### config.mk
export PLATFORM = sky130hd
export DESIGN_NAME = bf_program_loader
export DESIGN_NICKNAME = d
export VERILOG_FILES = /design/src/rtl/bf_program_loader.sv
export SDC_FILE = /design/constraint.sdc
export NUM_CORES = 1
export LEC_CHECK = 0
export ABC_AREA = 1
export CORE_MARGIN = 2
export CORE_UTILIZATION = 59
export CTS_BUF_LIST = sky130_fd_sc_hd__clkbuf_8
export CTS_CLUSTER_SIZE = 14
export DETAILED_ROUTE_END_ITERATION = 8
export PLACE_DENSITY = 0.93
export SETUP_SLACK_MARGIN = 0.15
export SLEW_MARGIN = 20
export SYNTH_ARGS = -nofsm -noshare
export SYNTH_HDL_FRONTEND = slang
export SYNTH_SLANG_ARGS = --single-unit
### constraint.sdc
create_clock -name clk -period 3.1 [get_ports clk]
set_input_delay 0.465 -clock clk [delete_from_list [all_inputs] [get_ports clk]]
set_output_delay 0.465 -clock clk [all_outputs]
set_load 0.005 [all_outputs]
### src/rtl/bf_program_loader.sv
// rtl/bf_program_loader.sv - streams Brainfuck source into program RAM
// Filters comment bytes, tracks bracket depth, appends a 0x00 terminator and reports done/err.
module bf_program_loader #(
  parameter int size     = 512,
  parameter int addrSize = 9
) (
  input  logic                clk,
  input  logic                reset,
  input  logic                start,
  input  logic                in_valid,
  input  logic [7:0]          in_data,
  output logic                in_ready,
  output logic [addrSize-1:0] ram_addr,
  output logic [7:0]          ram_data,
  output logic                ram_write_rq,
  output logic                busy,
  output logic                done,
  output logic                err,
  output logic [1:0]          err_code,
  output logic [addrSize-1:0] prog_len
);

  typedef enum logic [1:0] {
    S_IDLE,
    S_LOAD,
    S_DONE,
    S_ERR
  } state_t;

  localparam logic [addrSize-1:0] LAST_ADDR = addrSize'(size - 1);
  localparam logic [addrSize-1:0] ONE       = addrSize'(1);

  localparam logic [1:0] ERR_UNMATCHED = 2'd1;
  localparam logic [1:0] ERR_UNCLOSED  = 2'd2;
  localparam logic [1:0] ERR_OVERFLOW  = 2'd3;

  state_t                state_q, state_d;
  logic [addrSize-1:0]   ptr_q, ptr_d;
  logic [addrSize-1:0]   depth_q, depth_d;
  logic                  done_q, done_d;
  logic                  err_q, err_d;
  logic [1:0]            err_code_q, err_code_d;
  logic                  wr_q, wr_d;
  logic [addrSize-1:0]   addr_q, addr_d;
  logic [7:0]            data_q, data_d;

  logic                  accept;
  logic                  is_cmd;

  always_comb begin
    is_cmd = 1'b0;
    case (in_data)
      8'h2B, 8'h2D, 8'h3C, 8'h3E, 8'h5B, 8'h5D, 8'h2E, 8'h2C: is_cmd = 1'b1;
      default: is_cmd = 1'b0;
    endcase
  end

  assign busy     = (state_q == S_LOAD);
  assign in_ready = busy & ~reset;
  assign accept   = in_valid & in_ready;

  always_comb begin
    state_d    = state_q;
    ptr_d      = ptr_q;
    depth_d    = depth_q;
    done_d     = done_q;
    err_d      = err_q;
    err_code_d = err_code_q;
    wr_d       = 1'b0;
    addr_d     = addr_q;
    data_d     = data_q;

    case (state_q)
      S_LOAD: begin
        if (accept) begin
          if (in_data == 8'h00) begin
            if (depth_q != '0) begin
              state_d    = S_ERR;
              err_d      = 1'b1;
              err_code_d = ERR_UNCLOSED;
            end else begin
              // Terminator occupies ptr but is not counted in prog_len.
              wr_d    = 1'b1;
              addr_d  = ptr_q;
              data_d  = 8'h00;
              state_d = S_DONE;
              done_d  = 1'b1;
            end
          end else if (is_cmd) begin
            if (in_data == 8'h5D && depth_q == '0) begin
              state_d    = S_ERR;
              err_d      = 1'b1;
              err_code_d = ERR_UNMATCHED;
            end else if (ptr_q == LAST_ADDR) begin
              // Last slot stays reserved for the terminator.
              state_d    = S_ERR;
              err_d      = 1'b1;
              err_code_d = ERR_OVERFLOW;
            end else begin
              wr_d   = 1'b1;
              addr_d = ptr_q;
              data_d = in_data;
              ptr_d  = ptr_q + ONE;
              if (in_data == 8'h5B) begin
                depth_d = depth_q + ONE;
              end else if (in_data == 8'h5D) begin
                depth_d = depth_q - ONE;
              end
            end
          end
        end
      end
      default: begin
        if (start) begin
          state_d    = S_LOAD;
          ptr_d      = '0;
          depth_d    = '0;
          done_d     = 1'b0;
          err_d      = 1'b0;
          err_code_d = 2'd0;
        end
      end
    endcase
  end

  always_ff @(posedge clk) begin
    if (reset) begin
      state_q    <= S_IDLE;
      ptr_q      <= '0;
      depth_q    <= '0;
      done_q     <= 1'b0;
      err_q      <= 1'b0;
      err_code_q <= 2'd0;
      wr_q       <= 1'b0;
      addr_q     <= '0;
      data_q     <= 8'h00;
    end else begin
      state_q    <= state_d;
      ptr_q      <= ptr_d;
      depth_q    <= depth_d;
      done_q     <= done_d;
      err_q      <= err_d;
      err_code_q <= err_code_d;
      wr_q       <= wr_d;
      addr_q     <= addr_d;
      data_q     <= data_d;
    end
  end

  assign ram_write_rq = wr_q;
  assign ram_addr     = addr_q;
  assign ram_data     = data_q;
  assign done         = done_q;
  assign err          = err_q;
  assign err_code     = err_code_q;
  assign prog_len     = ptr_q;

endmodule

# Yosys cells after proc, flatten, opt, wreduce, memory -nomap -nowiden
# Index checks and enable logic that the tools add are counted.
# Widths: inputs -> output; s select.
dict set report classes {
  addsub 3
  mul 0
  div_mod_pow 0
  magnitude_cmp 0
  eq_ne 24
  shift 0
  mux 58
  bitwise_logic 5
  n_reduce_logical 14
}
# op n
set ops {}
lappend ops {{$mux 9} 20}
lappend ops {{$eq 8x6->1 const B} 6}
lappend ops {{$mux 8} 5}
lappend ops {{$mux 2} 14}
lappend ops {{$mux 1} 19}
lappend ops {{$add 9x1->9 const B} 2}
lappend ops {{$eq 8x7->1 const B} 2}
lappend ops {{$ne 2x2->1 const B} 7}
lappend ops {{$reduce_and 6->1} 2}
lappend ops {{$eq 9x9->1 const B} 1}
lappend ops {{$logic_not 9->1} 1}
lappend ops {{$reduce_bool 9->1} 1}
lappend ops {{$sub 9x1->9 const B} 1}
lappend ops {{$logic_not 8->1} 1}
lappend ops {{$reduce_and 4->1} 2}
lappend ops {{$reduce_or 8->1} 1}
lappend ops {{$reduce_and 7->1} 1}
lappend ops {{$ne 2x1->1 const B} 3}
lappend ops {{$ne 3x1->1 const B} 2}
lappend ops {{$reduce_and 5->1} 1}
lappend ops {{$ne 4x1->1 const B} 1}
lappend ops {{$reduce_bool 2->1} 2}
lappend ops {{$ne 3x2->1 const B} 1}
lappend ops {{$not 1->1} 3}
lappend ops {{4 further kinds} 5}
dict set report word_totals {
  regBits 42
  latchBits 0
  mem_bits_rw 0
  mem_bits_ro 0
  word_cells 113
  mem_count 0
}

# Depth between registers and ports, before layout
# Gate-level depths: netlist of run 1.
dict set report logic_depth {
  word_depth 9
  ltp_mapped 14
  depth_no_buf 14
}

# Worst setup path before layout of run 1
# OpenSTA, ideal clock, no wires.
dict set report synth_path {
  kind {input -> register}
  start {input in_data[2]}
  end {register depth_q[5]}
  setup_ps 113
  arrival_time_ps 1913
  path_slack_ps 1074
  path_stages 12
  path_buffers 0
  path_cell_list {inv_1 nand2_1 nor2_1 nand2_2 ha_1 a21oi_1 nand2_1 nand3_1 nand2_1 or2_2 nand4_1 nand2_1}
}
dict set report synth_via {
  elab_chain_cells 8
  elab_cells_between_ends 24
  classes_between {eq/ne (12); mux (8); reduce/logical (4)}
}
# item line_no
set synth_lines {}
lappend synth_lines {{start: declaration} 11} ;# input logic [7:0] in_data,
lappend synth_lines {{$eq 8x7->1} {52, 104}}
lappend synth_lines {{$mux 9} 104} ;# if (in_data == 8'h5B) begin
lappend synth_lines {{$mux 9} 94} ;# end else if (ptr_q == LAST_ADDR) begin
lappend synth_lines {{$mux 9} 90} ;# if (in_data == 8'h5D && depth_q == '0) begin
lappend synth_lines {{$mux 9} 89} ;# end else if (is_cmd) begin
lappend synth_lines {{$mux 9} 76} ;# if (in_data == 8'h00) begin
lappend synth_lines {{$mux 9} 75} ;# if (accept) begin
lappend synth_lines {{$mux 9} 73} ;# case (state_q)
lappend synth_lines {{end signal: assignment} 140} ;# depth_q <= depth_d;
lappend synth_lines {{end: declaration} 39} ;# logic [addrSize-1:0] depth_q, depth_d;
# Parallel ways exist; a longest one is shown, timed or not. The select of a mux whose other input is x is not followed.
# A chain may end at the register's enable or synchronous reset.

# Worst setup path in the final report of run 1
dict set report layout_path {
  start {input in_data[3]}
  end {register depth_q[5]}
}
# The elaborated chain is that of the path after synthesis.

==> out/metrics.yaml, run 1 <==
setup_path:
  critical_path.max_stage_delay_ns: 0.58
  crit_path_end: "depth_q[5]"
  reg2reg_slack_ns: 0.81
  cp.required_ns: 3.30
  critPathCaptureType: "flop"
  cp_cell_sequence: "clkdlybuf4s50_1, nand2_1, nor2_1, nand2_2, ha_1, a21oi_1, nand2_1, nand3_1, nand2_1, or2_2, nand4_1, nand2_1"
  cp_max_fo: 10
  crit_start: "in_data[3]"
  worstSetupPathType: "input pin to flop"
  cp_num_cells: 12
  cp_slowest_cell: "clkdlybuf4s50_1"
  critPathLaunchType: "input pin"
  cp_data_arrival_time_ns: 2.79
  reg2regPathDepth: 13
  r2r_end: "ram_addr[6]"
  crit_top_cell: "nand2_1"
  cp_num_buf_inv: 1
  worstReg2RegStart: "prog_len[0]"
  path_delay_family: "simple AND/OR/NAND/NOR gates"
power:
  pwr-share-clk_pct: 29.6
  p_leak_nw: 1.50
  internal-power_mw: 0.976
  power_switching_mw: 0.483
  vdd_drop_max_v: 0.000275
  power_frac_comb_pct: 29.5
  switching_share_pct: 33.1
  power_mw: 1.46
  power.density_nw_per_um2: 476
  p_seq_share_pct: 40.9
global_route:
  busiest_layer: "met2"
  grt_pass1_wl_um: 9890
  first_global_vias: 2291
  grt_max_degree: 34
  antenna_found_initial: 0
  grt_overflow_total: 0
  grt_usage_pct: 24.4
  use_met2_pct: 41.9
  grt_util_met1_pct: 30.9
  use_met3_pct: 3.95
sta:
  setup_slack_ns: 0.502
  finClkSkew_ns: 0.00384
  final.setup.tns_ns: 0
  fmax_mhz: 385
  slew_viol_final: 0
  setup_viol: 0
  min_period_ns: 2.60
  final_hold_viol_count: 0
  rsz0062_at_grt: "no"
  relSlewSlack_pct: 70.8
  max_slew.worst_pin.slew_ns: 0.437
  min_period_over_period_pct: 83.8
floorplan:
  initial_core_util_pct: 61.9
  fp.dieH_um: 69.0
  rows: 23
  io_pins: 45
  core_area_um2: 4030
  die_area_um2: 4760
  dieWidth_um: 69.0
status:
  outcome: "finished, final reports clean"
final_layout:
  final_common_cell: "nand2_1"
  final_cell_mix: "112 x nand2_1, 63 x nor2_1, 47 x inv_1"
  nets: 451
  drive_above_1_share_pct: 8.16
  antenna_cells: 0
  synthToLayoutAreaGrowth_pct: 22.9
synth:
  synth_top_area_share_pct: 33.7
  ys_types: 30
  synth_area_leaders: "dfxtp_1 34%, nand2_1 17%, nor2_1 9.5%, inv_1 6.9%, nand3_1 5.4%"
  async_flop_share_pct: 0
  syn_inst: 383
  synth-seq-cells: 42
  synth_top_cell_by_area: "dfxtp_1"
  syn_nets: 406
  synth-main-ff-cell: "dfxtp_1"
  synth_edf_count: 0
  yosysSeqAreaShare_pct: 33.7
  synth.cell_area_um2: 2490
  ys.warnings.count: 0
  syn_area_per_cell_um2: 6.51
run:
  cap_violations: 0
clocking:
  cts_max_level: 2
  root_buffer: "clkbuf_8"
  holdBufCountCts: 0
  insertion_delay_ns: 0.29
  tritoncts: "built"
  post_cts_buffers: 0
  cts-buffers-inserted: 5
  path_clk_slew_ns: 0.08
  clkSinkCount: 42
  clock_path_buffers: 2
  cts_resized: 0
worst_hold_path:
  hp-class: "flop to flop"
detailed_routing:
  drtIter0Drc: 191
  ant_nets: 0
  wl_per_cell_um: 12.0
  firstDrtPassIters: 4
  drt-total-wl_um: 5750
  vias: 2519
  via_per_inst: 5.26
  post-route-drc-count: 0
placement:
  place.gp.congestion: 0.939
  post-dp-hpwl_um: 4120
  dpl_worst_slack_ns: 0.240
  place.port_buffers: 44
tightest hold or removal path, cell delays in order (launching register included):
cell and delay [ns]:
dfxtp_1 0.32, inv_1 0.05, a21oi_1 0.05
power groups by stage:
stage | clock [mW] | sequential, mW | combinational, mW
2_1_floorplan | 0 | 0.604 | 0.314
6_report | 0.432 | 0.597 | 0.430
3_5_place_dp | 0 | 0.609 | 0.418
5_1_grt | 0.454 | 0.600 | 0.477
4_1_cts | 0.433 | 0.596 | 0.424
3_3_place_gp | 0 | 0.608 | 0.404
cells in the mapped netlist, types with 3 or more instances:
cell type    n
nand2_1    112
nor2_1      63
inv_1       46
dfxtp_1     42
nand3_1     27
a21oi_1     22
ha_1        10
o21ai_0      6
inv_2        5
nor2_2       5
nand2_2      4
nand2_4      4
nand4_1      4
buf_6        3
clkbuf_1     3
nor3_1       3
nor3b_1      3
xnor2_1      3
xor2_1       3
worst min-delay path by stage:
| stage | startpoint | end | slack (ns) | cells past startpoint |
|---|---|---|---|---|
| 2_1_floorplan | depth_q[7] | depth_q[7] | 0.44 | 2 |
| 3_3_place_gp | err_code[0] | err_code[0] | 0.44 | 2 |
| 3_5_place_dp | err | err | 0.45 | 2 |
| 4_1_cts | err | err | 0.46 | 2 |
| 5_1_grt | ram_data[7] | ram_data[7] | 0.48 | 2 |
| 6_report | err | err | 0.46 | 2 |
routing by layer:
layer	routed length [µm]	share of wire, %
met1	2570	45
met4	94	1.6
met3	260	4.5
met5	0	0
met2	2830	49
area by class of cell:
| class | count | area [µm²] |
|---|---|---|
| Multi-Input combinational cell | 282 | 1410 |
| Fill cell | 328 | 965 |
| Sequential cell | 42 | 841 |
| Timing Repair Buffer | 45 | 448 |
| Inverter | 52 | 195 |
| Clock buffer | 5 | 68.8 |
| Tap cell | 50 | 62.6 |
| Clock inverter | 3 | 41.3 |
metrics by stage:
step | cells | hold slack (ns) | utilization, % | cell area, µm²
final | 479 | 0.461 | 76.1 | 3060
after global routing | 479 | 0.483 | 76.1 | 3060
after CTS | 479 | 0.463 | 76.1 | 3060
after detailed placement | 471 | 0.449 | 73.3 | 2950
after global placement | 471 | 0.438 | 73.3 | 2950
after floorplan | 383 | 0.442 | - | 2490
state kept, by name, summed over array words and instances, names as in the netlist:
name          flops
depth_q           9
prog_len          9
ram_addr          9
ram_data          8
err_code          2
state_q           2
done              1
err               1
ram_write_rq      1
cells by family after synthesis:
kind of cell / Yosys count / synth area share (%)
XOR/XNOR: 6 / 2.11
adder cells (fa/ha/maj): 11 / 5.82
buffers and inverters: 59 / 9.83
AND/OR/NAND/NOR: 231 / 41.0
AO/OA/AOI/OAI: 34 / 7.53
flip-flops: 42 / 33.7
No activity file was read; power rests on OpenSTA's default activity.
==> inputs of run 2 (changes only) <==
--- a/config.mk
+++ b/config.mk
@@ -7,11 +7,11 @@
 export LEC_CHECK = 0
 export ABC_AREA = 1
 export CORE_MARGIN = 2
-export CORE_UTILIZATION = 59
+export CORE_UTILIZATION = 49
 export CTS_BUF_LIST = sky130_fd_sc_hd__clkbuf_8
 export CTS_CLUSTER_SIZE = 14
 export DETAILED_ROUTE_END_ITERATION = 8
-export PLACE_DENSITY = 0.93
+export PLACE_DENSITY = 0.83
 export SETUP_SLACK_MARGIN = 0.15
 export SLEW_MARGIN = 20
 export SYNTH_ARGS = -nofsm -noshare
==> constraint.sdc (replaced) <==
create_clock -name clk -period 2.3 [get_ports clk]
set_input_delay 0.345 -clock clk [delete_from_list [all_inputs] [get_ports clk]]
set_output_delay 0.345 -clock clk [all_outputs]
set_load 0.005 [all_outputs]
==> out/metrics.yaml, run 2 (synthesized netlist as in run 1, its figures left out) <==
status:
  outcome: "finished, final reports clean"
final_layout:
  fillCellCount: 373  # +14%
  nets: 485  # +7.5%
  drive_above_1_share_pct: 19.0  # +11 points
  antenna_cells: 0  # unchanged
  seq_area_um2: 845  # +0.45%
  final_common_cell: "nand2_1"
  multiInputGateArea_um2: 1510  # +6.9%
  finalNonFillerCells: 530  # +11%
  synthToLayoutAreaGrowth_pct: 40.4
  final_cell_mix: "107 x nand2_1, 61 x nor2_1, 44 x inv_1"
detailed_routing:
  vias: 2662  # +5.7%
  post-route-drc-count: 0  # unchanged
  drtIter0Drc: 134  # -30%
  firstDrtPassIters: 4  # unchanged
  wl_per_cell_um: 12.8  # +7.0%
  via_per_inst: 5.02  # -4.5%
  ant_nets: 0  # unchanged
  drt-total-wl_um: 6810  # +18%
floorplan:
  rows: 25  # +8.7%
  dieWidth_um: 75.3  # +9.2%
  io_pins: 45  # unchanged
  die_area_um2: 5680  # +19%
  fp.dieH_um: 75.3  # +9.2%
  initial_core_util_pct: 51.8  # -10 points
  core_area_um2: 4820  # +20%
sta:
  finClkSkew_ns: 0.00354  # -0.000296 ns
  fmax_mhz: 461
  final_hold_viol_count: 0  # unchanged
  relSlewSlack_pct: 73.8  # +3.1 points
  setup_slack_ns: 0.132  # -0.369 ns
  setup_viol: 0  # unchanged
  slew_viol_final: 0  # unchanged
  rsz0062_at_grt: "yes"
  min_period_ns: 2.17
  max_slew.worst_pin.slew_ns: 0.391  # -0.0458 ns
  min_period_over_period_pct: 94.2
global_route:
  first_global_vias: 2351  # +2.6%
  antenna_found_initial: 0  # unchanged
  grt_overflow_total: 0  # unchanged
  grt_max_degree: 34  # unchanged
  grt_pass1_wl_um: 9970  # +0.84%
  grt_usage_pct: 22.7  # -1.7 points
clocking:
  clock_path_buffers: 2  # unchanged
  root_buffer: "clkbuf_8"
  cts_max_level: 2  # unchanged
  path_clk_slew_ns: 0.08  # about the same
  cts-buffers-inserted: 5  # unchanged
  tritoncts: "built"
  clkSinkCount: 42  # unchanged
  insertion_delay_ns: 0.30  # about the same
  holdBufCountCts: 0  # unchanged
setup_path:
  cp_max_fo: 5  # -5
  cp.required_ns: 2.50  # -0.80 ns
  worstReg2RegStart: "prog_len[1]"
  cp_data_arrival_time_ns: 2.37  # -0.42 ns
  critPathLaunchType: "input pin"
  r2r_end: "ram_data[5]"
  reg2reg_slack_ns: 0.27  # -0.54 ns
  worstSetupPathType: "input pin to flop"
  reg2regPathDepth: 13  # unchanged
  critPathCaptureType: "flop"
worst_hold_path:
  hp-class: "flop to flop"
  hp-start: "err"
  hold_end: "err"
  hold_depth: 2  # unchanged
power:
  vdd_drop_max_v: 0.000329  # +20%
  p_leak_nw: 1.76  # +17%
  power_mw: 2.00  # +37%
  power.density_nw_per_um2: 571  # +20%
placement:
  place.gp.congestion: 0.869  # -7.5%
  dpl_worst_slack_ns: -0.269  # -0.508 ns
  place.port_buffers: 44  # unchanged
  dp.cells: 514  # +9.1%
  post-dp-hpwl_um: 4570  # +11%
run:
  cap_violations: 0  # unchanged
-- run 2: cell types whose count changed in the layout (fill, tap and decap cells not counted), sizes merged --
cell / before / now
dlymetal6s2s: 0 / 6
clkbuf: 5 / 8
buf: 1 / 32
inv: 52 / 51
clkinv: 1 / 2
bufinv: 1 / 0
nand2: 120 / 121
clkdlybuf4s50: 44 / 38
-- run 2: cell type report --
| type | count | area share (%) |
|---|---|---|
| tap | 67 | 2.39 |
| timing repair buffer | 78 | 22.1 |
| clock inverter | 2 | 0.357 |
| inverter | 52 | 5.65 |
| sequential | 42 | 24.1 |
| clock buffer | 6 | 2.36 |
| multi-input combinational | 283 | 43.0 |
-- run 2: repair_timing --
item	in CTS	in global routing
resized for setup	6	27
cloned	1	2
endpoints found under the hold margin	0	0
endpoints found under the setup margin	5	35
buffers inserted	3	2
pin swaps	2	8
-- run 2: routing by layer --
metal / wire length, µm / up-vias / track usage (%)
li1: - / 1353 / -
met1: 2820 / 1220 / 26.1
met2: 3510 / 70 / 41.8
met3: 293 / 19 / 4.23
met4: 182 / 0 / 8.19
met5: 0 / - / 0
-- run 2: worst max-delay path by stage --
stage | end | start | slack (ns) | cells after the start
after floorplan | depth_q[5] | in_data[2] | 0.39 | 12
after global placement | depth_q[5] | in_data[3] | -0.20 | 12
after detailed placement | depth_q[5] | in_data[3] | -0.27 | 12
after CTS | depth_q[6] | in_data[7] | 0.15 | 16
after global routing | depth_q[7] | in_data[4] | 0.02 | 12
final | depth_q[5] | in_data[2] | 0.13 | 11
-- run 2: critical path, stage by stage --
cell	delay (ns)
clkdlybuf4s50_1	0.42
inv_1	0.09
nand2_2	0.07
nor2_4	0.17
nand2_4	0.12
ha_1	0.34
a21oi_1	0.25
nand2_1	0.11
or2_2	0.28
nand4_1	0.10
nand2_1	0.06
-- run 2: power breakdown --
part           leakage, nW  switching, mW  internal (mW)
sequential           0.341         0.0366          0.768
clock               0.0472          0.270          0.242
combinational         1.38          0.385          0.297
-- run 2: through the flow --
step / hold slack, ns / utilization [%] / cell area (µm²) / setup TNS, ns
after CTS: 0.453 / 69.1 / 3330 / 0
after global routing: 0.479 / 72.7 / 3500 / 0
after floorplan: 0.442 / - / 2490 / 0
after global placement: 0.437 / 66.1 / 3180 / -0.730
final: 0.452 / 72.7 / 3500 / 0
after detailed placement: 0.440 / 66.1 / 3180 / -1.13
==> inputs of run 3 (changes only) <==
--- a/config.mk
+++ b/config.mk
@@ -6,8 +6,10 @@
 export NUM_CORES = 1
 export LEC_CHECK = 0
 export ABC_AREA = 1
+export CELL_PAD_IN_SITES_DETAIL_PLACEMENT = 1
+export CELL_PAD_IN_SITES_GLOBAL_PLACEMENT = 1
 export CORE_MARGIN = 2
-export CORE_UTILIZATION = 49
+export CORE_UTILIZATION = 34
 export CTS_BUF_LIST = sky130_fd_sc_hd__clkbuf_8
 export CTS_CLUSTER_SIZE = 14
 export DETAILED_ROUTE_END_ITERATION = 8
==> out/metrics.yaml, run 3 (synthesized netlist as in run 1, its figures left out) <==
setup_path:
  worstSetupPathType: "flop to flop"
  cp_num_buf_inv: 1  # -1
  cp_slowest_cell: "dfxtp_4"
  cp_max_fo: 8  # +3
  critical_path.max_stage_delay_ns: 0.39  # -0.03 ns
  crit_top_cell: "nor2_1"
  path_delay_family: "simple AND/OR/NAND/NOR gates"
  cp_data_arrival_time_ns: 2.34  # -0.03 ns
  critPathCaptureType: "flop"
  cp_cell_sequence: "ha_4, nand3_2, nor2_2, nand3_1, nor2_1, ha_2, nor2_2, nand2_4, nand2_2, nand3_4, clkbuf_16, nor2_1, nor2_1"
  cp.required_ns: 2.54  # +0.04 ns
  critPathLaunchType: "flop"
global_route:
  grt_usage_pct: 19.5  # -3.2 points
  grt_max_degree: 34  # unchanged
  antenna_found_initial: 0  # unchanged
  grt_pass1_wl_um: 12100  # +22%
  first_global_vias: 2723  # +16%
  grt_overflow_total: 0  # unchanged
final_layout:
  fin_util_pct: 50.2  # -23 points
  fillCellCount: 954  # +160%
  antenna_cells: 0  # unchanged
  nets: 484  # -0.21%
  final_common_cell: "nand2_1"
  drive_above_1_share_pct: 21.0  # +2.0 points
  synthToLayoutAreaGrowth_pct: 44.4
  final_cell_mix: "106 x nand2_1, 60 x nor2_1, 44 x inv_1"
floorplan:
  fp.dieH_um: 89.6  # +19%
  die_area_um2: 8040  # +42%
  dieWidth_um: 89.6  # +19%
  core_area_um2: 7180  # +49%
  rows: 31  # +24%
  initial_core_util_pct: 34.8  # -17 points
  io_pins: 45  # unchanged
worst_hold_path:
  hp-class: "flop to flop"
clocking:
  cts-buffers-inserted: 5  # unchanged
  cts_max_level: 2  # unchanged
  insertion_delay_ns: 0.31  # about the same
  path_clk_slew_ns: 0.09  # about the same
  holdBufCountCts: 0  # unchanged
  tritoncts: "built"
  clkSinkCount: 42  # unchanged
  root_buffer: "clkbuf_8"
  clock_path_buffers: 2  # unchanged
sta:
  max_slew.worst_pin.slew_ns: 0.422  # +0.0308 ns
  setup_viol: 0  # unchanged
  relSlewSlack_pct: 71.9  # -2.0 points
  slew_viol_final: 0  # unchanged
  rsz0062_at_grt: "no"
  finClkSkew_ns: 0.00997  # +0.00643 ns
  fmax_mhz: 477  # +3.3%
  min_period_over_period_pct: 91.2  # -3.1 points
  min_period_ns: 2.10  # -0.0702 ns
  final_hold_viol_count: 0  # unchanged
power:
  pwr-share-clk_pct: 27.6  # +2.0 points
  power_frac_comb_pct: 34.7  # +0.6 points
  power_mw: 2.15  # +7.6%
  power_switching_mw: 0.742  # +7.2%
  p_seq_share_pct: 37.8  # -2.5 points
  internal-power_mw: 1.41  # +7.8%
  power.density_nw_per_um2: 597  # +4.7%
  p_leak_nw: 1.73  # -2.0%
  switching_share_pct: 34.5  # -0.13 points
  vdd_drop_max_v: 0.000247  # -25%
detailed_routing:
  via_per_inst: 4.88  # -2.9%
  wl_per_cell_um: 14.9  # +16%
  drtIter0Drc: 117  # -13%
  vias: 2737  # +2.8%
  firstDrtPassIters: 4  # unchanged
  drt-total-wl_um: 8370  # +23%
  post-route-drc-count: 0  # unchanged
  ant_nets: 0  # unchanged
placement:
  place.port_buffers: 44  # unchanged
  place.gp.congestion: 0.858  # -1.2%
  post-dp-hpwl_um: 5800  # +27%
run:
  cap_violations: 0  # unchanged
status:
  outcome: "finished, final reports clean"
## run 3: changes by cell type in the layout (fill, tap and decap cells not counted), moves of 2 or more
cell and delta:
ha_1 -4, clkdlybuf4s50_1 +4, ha_4 +4, dlymetal6s2s_1 -4
inv_2 +2
## run 3: worst paths after layout
path	from	end	slack (ns)	cells past startpoint
worst min-delay path	err	err	0.46	2
worst min register to register	err	err	0.46	2
worst max-delay path	prog_len[1]	ram_addr[5]	0.20	13
worst max register to register	prog_len[1]	ram_addr[5]	0.20	13
## run 3: final cells by class
type                    instances  area [µm²]  share of cell area (%)
multi-input cells             282        1560                    43.3
flip-flops and latches         42         846                    23.5
repair buffers                 78         764                    21.2
inverters                      52         195                    5.42
well taps                      99         124                    3.44
clock buffers                   5        68.8                    1.91
clock inverters                 3        41.3                    1.15
## run 3: metrics by stage
step | setup TNS, ns | instances | hold slack (ns) | area (µm²) | setup WS (ns)
floorplan | 0 | 383 | 0.442 | 2490 | 0.394
global placement | -0.569 | 550 | 0.439 | 3270 | -0.159
detailed placement | -1.06 | 550 | 0.449 | 3270 | -0.247
CTS | 0 | 558 | 0.461 | 3420 | 0.117
global route | 0 | 561 | 0.494 | 3600 | 0.0816
finish | 0 | 561 | 0.459 | 3600 | 0.203
## run 3: worst reg2reg max path: stages (launching register included)
cell	delay (ns)
dfxtp_4	0.39
ha_4	0.15
nand3_2	0.10
nor2_2	0.15
nand3_1	0.13
nor2_1	0.15
ha_2	0.22
nor2_2	0.06
nand2_4	0.09
nand2_2	0.09
nand3_4	0.15
clkbuf_16	0.17
nor2_1	0.04
nor2_1	0.14
## run 3: what timing repair did
action	CTS	global route
endpoints found under the setup margin	23	24
setup buffers	0	1
pin swaps	2	8
resized for setup	8	30
cloned	0	2
## run 3: metal layers
layer,track usage (%),vias up,share of wire (%)
li1,-,1344,-
met1,21.9,1329,42
met2,37.8,54,53
met3,2.83,10,3.2
met4,5.29,0,1.7
met5,0,-,0
## run 3: power by group through the flow
| stage | Clock, mW | Sequential [mW] | Combinational, mW |
|---|---|---|---|
| after floorplan | 0 | 0.813 | 0.423 |
| after global placement | 0 | 0.819 | 0.633 |
| after detailed placement | 0 | 0.822 | 0.665 |
| after CTS | 0.604 | 0.807 | 0.687 |
| after global routing | 0.627 | 0.817 | 0.823 |
| final | 0.593 | 0.812 | 0.745 |
